`config.mk`:
```
export PLATFORM = sky130hd
export DESIGN_NAME = l2_rd_arbiter
export DESIGN_NICKNAME = d
export VERILOG_FILES = /design/src/rtl/l2_arb_pkg.sv /design/src/rtl/rr_arb2.sv /design/src/rtl/l2_rd_arbiter.sv
export SDC_FILE = /design/constraint.sdc
export NUM_CORES = 1
export LEC_CHECK = 0
export ABC_AREA = 1
export CORE_AREA = 2 2 133 135
export CTS_CLUSTER_DIAMETER = 80
export DETAILED_ROUTE_END_ITERATION = 16
export DIE_AREA = 0 0 135 137
export GPL_TIMING_DRIVEN = 0
export PLACE_DENSITY = 0.64
export SYNTH_ARGS = -nofsm -noshare
export SYNTH_HDL_FRONTEND = slang
export SYNTH_SLANG_ARGS = --single-unit
```
`constraint.sdc`:
```
create_clock -name CLK -period 1.9 [get_ports CLK]
set_clock_uncertainty 0.1 [all_clocks]
set_input_delay 0.19 -clock CLK [delete_from_list [all_inputs] [get_ports CLK]]
set_output_delay 0.19 -clock CLK [all_outputs]
set_load 0.05 [all_outputs]
```
`src/rtl/l2_arb_pkg.sv`:
```
// Shared types and constants for the L2 read-channel arbiter.
package l2_arb_pkg;

    typedef enum logic [1:0] {
        IDLE = 2'd0,
        ADDR = 2'd1,
        DATA = 2'd2
    } arb_state_e;

    localparam logic OWN_IL1 = 1'b0;
    localparam logic OWN_DL1 = 1'b1;

    localparam logic [1:0] BURST_INCR = 2'b01;
    localparam logic [1:0] BURST_WRAP = 2'b10;

    localparam int DEF_ADDR_W = 32;
    localparam int DEF_DATA_W = 64;
    localparam int DEF_LEN_W  = 8;

endpackage

```
`src/rtl/rr_arb2.sv`:
```
// Two-way round-robin picker: a lone requester always wins, a tie is
// broken by the pointer (0 -> requester 0, 1 -> requester 1).
module rr_arb2 (
    input  logic [1:0] i_req,
    input  logic       i_rr_ptr,
    output logic [1:0] o_gnt
);

    // One-hot grant from the request pair and the tie-break pointer
    always_comb begin
        o_gnt = 2'b00;
        if (i_req == 2'b11) begin
            o_gnt = i_rr_ptr ? 2'b10 : 2'b01;
        end else begin
            o_gnt = i_req;
        end
    end

endmodule

```
`src/rtl/l2_rd_arbiter.sv`:
```
// Shares the single L2 AR/R read port between the IL1 and DL1 refill ports.
// One burst is outstanding at a time; R beats go to the owner until RLAST.
module l2_rd_arbiter
    import l2_arb_pkg::*;
#(
    parameter int ADDR_W = DEF_ADDR_W,
    parameter int DATA_W = DEF_DATA_W,
    parameter int LEN_W  = DEF_LEN_W
) (
    input  logic              CLK,
    input  logic              RST,
    input  logic [ADDR_W-1:0] IL1_ARADDR,
    input  logic [LEN_W-1:0]  IL1_ARLEN,
    input  logic [1:0]        IL1_ARBURST,
    input  logic              IL1_ARVALID,
    output logic              IL1_ARREADY,
    output logic [DATA_W-1:0] IL1_RDATA,
    output logic [1:0]        IL1_RRESP,
    output logic              IL1_RLAST,
    output logic              IL1_RVALID,
    input  logic              IL1_RREADY,
    input  logic [ADDR_W-1:0] DL1_ARADDR,
    input  logic [LEN_W-1:0]  DL1_ARLEN,
    input  logic [1:0]        DL1_ARBURST,
    input  logic              DL1_ARVALID,
    output logic              DL1_ARREADY,
    output logic [DATA_W-1:0] DL1_RDATA,
    output logic [1:0]        DL1_RRESP,
    output logic              DL1_RLAST,
    output logic              DL1_RVALID,
    input  logic              DL1_RREADY,
    output logic [ADDR_W-1:0] L2C_ARADDR,
    output logic [LEN_W-1:0]  L2C_ARLEN,
    output logic [1:0]        L2C_ARBURST,
    output logic              L2C_ARVALID,
    input  logic              L2C_ARREADY,
    input  logic [DATA_W-1:0] L2C_RDATA,
    input  logic [1:0]        L2C_RRESP,
    input  logic              L2C_RLAST,
    input  logic              L2C_RVALID,
    output logic              L2C_RREADY,
    input  logic              arb_hold,
    output logic              arb_busy,
    output logic              arb_owner,
    output logic              len_err
);

    arb_state_e        r_state;
    arb_state_e        w_state_nxt;
    logic              r_rr_ptr;
    logic              r_owner;
    logic              r_len_err;
    logic [LEN_W-1:0]  r_beat_cnt;
    logic [ADDR_W-1:0] r_araddr;
    logic [LEN_W-1:0]  r_arlen;
    logic [1:0]        r_arburst;
    logic [1:0]        w_gnt;
    logic              w_accept;
    logic              w_beat;
    logic              w_len_bad;

    rr_arb2 u_rr_arb2 (
        .i_req    ({DL1_ARVALID, IL1_ARVALID}),
        .i_rr_ptr (r_rr_ptr),
        .o_gnt    (w_gnt)
    );

    // State register
    always_ff @(posedge CLK or posedge RST) begin
        if (RST) begin
            r_state <= IDLE;
        end else begin
            r_state <= w_state_nxt;
        end
    end

    // Next state plus AR handshakes and the owner's R ready
    always_comb begin
        w_state_nxt = r_state;
        w_accept    = 1'b0;
        w_beat      = 1'b0;
        IL1_ARREADY = 1'b0;
        DL1_ARREADY = 1'b0;
        L2C_ARVALID = 1'b0;
        L2C_RREADY  = 1'b0;
        case (r_state)
            IDLE: begin
                // RST gating keeps ARREADY low while reset is held
                if (!arb_hold && !RST && (w_gnt != 2'b00)) begin
                    w_accept    = 1'b1;
                    IL1_ARREADY = w_gnt[0];
                    DL1_ARREADY = w_gnt[1];
                    w_state_nxt = ADDR;
                end
            end
            ADDR: begin
                L2C_ARVALID = 1'b1;
                if (L2C_ARREADY) begin
                    w_state_nxt = DATA;
                end
            end
            DATA: begin
                L2C_RREADY = (r_owner == OWN_DL1) ? DL1_RREADY : IL1_RREADY;
                w_beat     = L2C_RVALID & L2C_RREADY;
                if (w_beat && L2C_RLAST) begin
                    w_state_nxt = IDLE;
                end
            end
            default: w_state_nxt = IDLE;
        endcase
    end

    // R channel pass-through to the owner; everything else is held at zero
    always_comb begin
        IL1_RVALID = 1'b0;
        IL1_RDATA  = '0;
        IL1_RRESP  = 2'b00;
        IL1_RLAST  = 1'b0;
        DL1_RVALID = 1'b0;
        DL1_RDATA  = '0;
        DL1_RRESP  = 2'b00;
        DL1_RLAST  = 1'b0;
        if (r_state == DATA) begin
            if (r_owner == OWN_DL1) begin
                DL1_RVALID = L2C_RVALID;
                DL1_RDATA  = L2C_RDATA;
                DL1_RRESP  = L2C_RRESP;
                DL1_RLAST  = L2C_RLAST;
            end else begin
                IL1_RVALID = L2C_RVALID;
                IL1_RDATA  = L2C_RDATA;
                IL1_RRESP  = L2C_RRESP;
                IL1_RLAST  = L2C_RLAST;
            end
        end
    end

    // RLAST must land exactly on beat ARLEN; either early or late is an error
    assign w_len_bad = w_beat && (L2C_RLAST ? (r_beat_cnt != r_arlen)
                                            : (r_beat_cnt == r_arlen));

    // Request latch, ownership, tie-break pointer, beat count and sticky error
    always_ff @(posedge CLK or posedge RST) begin
        if (RST) begin
            r_araddr   <= '0;
            r_arlen    <= '0;
            r_arburst  <= 2'b00;
            r_owner    <= OWN_IL1;
            r_rr_ptr   <= OWN_IL1;
            r_beat_cnt <= '0;
            r_len_err  <= 1'b0;
        end else begin
            if (w_accept) begin
                r_araddr   <= w_gnt[1] ? DL1_ARADDR  : IL1_ARADDR;
                r_arlen    <= w_gnt[1] ? DL1_ARLEN   : IL1_ARLEN;
                r_arburst  <= w_gnt[1] ? DL1_ARBURST : IL1_ARBURST;
                r_owner    <= w_gnt[1] ? OWN_DL1     : OWN_IL1;
                r_beat_cnt <= '0;
            end else if (w_beat) begin
                r_beat_cnt <= r_beat_cnt + 1'b1;
            end
            if (w_beat && L2C_RLAST) begin
                r_rr_ptr <= ~r_owner;
            end
            if (w_len_bad) begin
                r_len_err <= 1'b1;
            end
        end
    end

    assign L2C_ARADDR  = r_araddr;
    assign L2C_ARLEN   = r_arlen;
    assign L2C_ARBURST = r_arburst;
    assign arb_busy    = (r_state != IDLE);
    assign arb_owner   = r_owner;
    assign len_err     = r_len_err;

endmodule

```
==> results.tsv, run 1 <==
stage	metric	value	unit
run_status	outcome	complete, but fails checks	
run_status	violations in the final reports	negative setup slack	
setup_path	worst path cell trace	inv_2 -> nand2_4 -> inv_8 -> nand2_8 -> buf_12 -> buf_8 -> nor2_4 -> buf_6	
clocking	Hold Buf Count CTS	0	
synth	Yosys reg bits	55	
die	Die H	137	um
power_and_ir_drop	Peak VDD IR	0.922	mV
clocking	master cell of the clock root buffer	clkbuf_16	
cells_and_area	commonest non-fill, non-tap cells in the layout	clkdlybuf4s50_1 (200), buf_6 (97), nor2_2 (88)	
placed_design	I/O Buffers	344	
synth	ranking of synthesized cells by area	dfrtp_1 (38%), nor2_1 (20%), inv_1 (9.3%)	
die	Die X	135	um
power_and_ir_drop	power density cells	1370	mW/mm^2
grt	first-pass GRT wire length	26.2	mm
die	Die Area	0.0185	mm^2
cells_and_area	layout net count	1096	
cells_and_area	most common cell after layout, fill and taps aside	clkdlybuf4s50_1	
setup_path	cell family with the largest share of critical-path delay	buffers and inverters	
setup_path	Setup crit end kind	primary output	
timing	relative slew slack	62.6	%
die	initial core utilization	21.3	%
grt	grt peak-use layer	met2	
clocking	Clk Latency, worst-skew pair	300	ps
clocking	CTS tree	done	
die	Row Count	48	
grt	initial antenna violation count	0	
drt	detailed-route wire length per cell	15.9	um
synth	sequential area share after synthesis	37.8	%
drt	drt first-iter violations	213	
drt	DRC viols	0	
die	Core Region	0.0171	mm^2
drt	DR vias	4901	
setup_path	Crit path largest cell delay	400	ps
synth	average size of a mapped cell	6.37	um^2
synth	Mapped Nets	733	
drt	drt pass-1 iters	4	
grt	vias in the first global route	4672	
placed_design	Post-DP HPWL	14.5	mm
timing	max-slew violation count	0	
drt	wirelength, routed	18.4	mm
cells_and_area	fin area	0.00848	mm^2
timing	Final setup viols	4	
clocking	Num CTS Buffers	5	
hold_path	Hold Path Class	in -> async	
timing	Hold WS	116	ps
placed_design	area post-placement	0.00773	mm^2
grt	largest net degree at the start of global routing	39	
clocking	clk sinks	55	
grt	total congestion overflow	0	
drt	Post-DRT Antenna Nets	0	
grt	met1 Use GR	21.1	%
timing	final worst slack	-12.5	ps
clocking	maximum clock path buffer count	2	
synth	Distinct cells, synth	25	
placed_design	RePlAce Congestion	0.813	
setup_path	crit path max fanout	10	
grt	grt met2 use	33.3	%
timing	Worst-Margin Slew	563	ps
timing	fin crit period	1910	ps
setup_path	WP buf/inv	5	
clocking	Worst-path clk slew	90	ps
setup_path	worst-path cell with the longest stage delay	dfrtp_1	
cells_and_area	FILL cells	1628	
power_and_ir_drop	Static Leak	3.92	nW
drt	DR vias/cell	4.22	
cells_and_area	fraction of layout cells with a size suffix above 1	36.9	%
synth	cell area after synthesis	0.00364	mm^2
job	Max Cap Viol	0	
clocking	CTS H-Tree Depth	2	
synth	top-area cell type share of the netlist area	37.8	%
synth	post-synth top area cell	dfrtp_1	
timing	Fin. Hold Viols	0	
setup_path	WP data required	1610	ps
timing	period utilisation layout	101	%
cells_and_area	P&R area growth vs syn	133	%
setup_path	critical path type	reg -> out	
setup_path	Arr. time, crit path	1620	ps
synth	YS warnings	0	
die	# IOs	345	
cells_and_area	# diodes	0	
timing	Fmax	523	MHz
grt	GRT Total Usage	18.1	%
setup_path	startpoint type of the worst setup path	flip-flop	
synth	cells after synthesis	572	
timing	RSZ-0062 raised after global routing	yes	
grt	met3 GRT Util	5.19	%
[repair_timing]
item                                    in CTS  in global routing
pin swaps                                    0                  3
hold endpoints to repair                     0                  0
gates resized for setup                    978                 75
gates cloned                                 0                  5
buffers inserted                             1                  5
endpoints found under the setup margin     152                126
[cells in the mapped netlist]
| library cell | instances |
|---|---|
| o21ai_1 | 54 |
| or2_2 | 1 |
| ha_1 | 1 |
| xnor2_1 | 4 |
| nor2_1 | 195 |
| o21ai_0 | 18 |
| nor2_4 | 1 |
| a21oi_2 | 1 |
| inv_2 | 1 |
| clkinv_4 | 1 |
| or2_4 | 1 |
| clkbuf_1 | 15 |
| o31ai_1 | 1 |
| buf_1 | 2 |
| nand4_1 | 3 |
| buf_6 | 4 |
| nand2_1 | 81 |
| xor2_1 | 1 |
| nand3_1 | 7 |
| buf_2 | 11 |
| o21ai_2 | 21 |
| inv_1 | 90 |
| dfrtp_1 | 55 |
| o21bai_1 | 1 |
| a21oi_1 | 2 |
[cells by family after synthesis]
family,count (synthesis),share of synthesized area (%)
and+or+nand+nor,289,30.7
AOI/OAI and AO/OA,98,15.9
adders and majority gates,1,0.344
buffers and inverters,124,14.1
DFF,55,37.8
xor gates and xnor gates,5,1.20
[area by class of cell]
cell class | instances | area [um^2] | share of cell area, %
Timing Repair Buffer | 356 | 3680 | 43.4
Multi-Input combinational cell | 393 | 2300 | 27.1
Sequential cell | 55 | 1380 | 16.3
Inverter | 92 | 358 | 4.22
Buffer | 32 | 298 | 3.51
Tap cell | 225 | 282 | 3.32
Clock buffer | 5 | 125 | 1.47
Clock inverter | 3 | 55.1 | 0.649
[path summary, 6_finish.rpt]
path                       startpoint  slack (ps)  depth (start not counted)        endpoint
setup / recovery           r_state[0]         -10                          8   IL1_RDATA[43]
hold / removal                    RST         120                          2      r_state[0]
setup reg to reg           r_state[1]         170                          6  L2C_ARBURST[0]
hold reg to reg               len_err         370                          2         len_err
max in group asynchronous         RST        1020                          3  L2C_ARADDR[30]
min in group CLK              len_err         370                          2         len_err
[flip-flops by register name, indices dropped and copies added, names as in the netlist]
register     count
L2C_ARADDR      32
L2C_ARLEN        8
r_beat_cnt       8
L2C_ARBURST      2
r_state          2
arb_owner        1
len_err          1
r_rr_ptr         1
[power by group]
group	leakage, nW	switching [mW]	internal [mW]
logic	3.15	5.57	2.90
clock network	0.0868	0.495	0.638
registers	0.685	0.372	1.66
total	3.92	6.44	5.20
[metal layers]
metal	up-vias	routed length, um
met4	0	268
met3	16	1460
li1	2448	-
met2	197	9480
met5	-	0
met1	2240	7220
[worst reg2reg max path, stage by stage, from the launching register on]
cell and delay, ps:
dfrtp_2 450, or2_4 280, nor2_4 130, o21ai_2 150
clkbuf_1 310, nand2_1 150, o21ai_2 60
[through the flow]
step / setup TNS (ps) / std cells / utilization [%] / setup WS (ps) / power, mW
2_1_floorplan: -6970 / 572 / - / -210 / 7.00
3_3_place_gp: -145080 / 1141 / 45.2 / -977 / 9.79
3_5_place_dp: -89760 / 1142 / 45.3 / -867 / 9.81
4_1_cts: -905 / 1151 / 47.1 / -44.6 / 11.2
5_1_grt: -3500 / 1161 / 49.7 / -90.6 / 12.2
6_report: -28.7 / 1161 / 49.7 / -12.5 / 11.6
Note: power is estimated with default switching activity, not from simulation.
==> inputs of run 2 (changes only) <==
--- a/config.mk
+++ b/config.mk
@@ -10,6 +10,7 @@
 export CTS_CLUSTER_DIAMETER = 80
 export DETAILED_ROUTE_END_ITERATION = 16
 export DIE_AREA = 0 0 135 137
+export GPL_ROUTABILITY_DRIVEN = 0
 export GPL_TIMING_DRIVEN = 0
 export PLACE_DENSITY = 0.64
 export SYNTH_ARGS = -nofsm -noshare
==> results of run 2 <==
No change in the layout: final DEF, timing and power equal those of run 1.
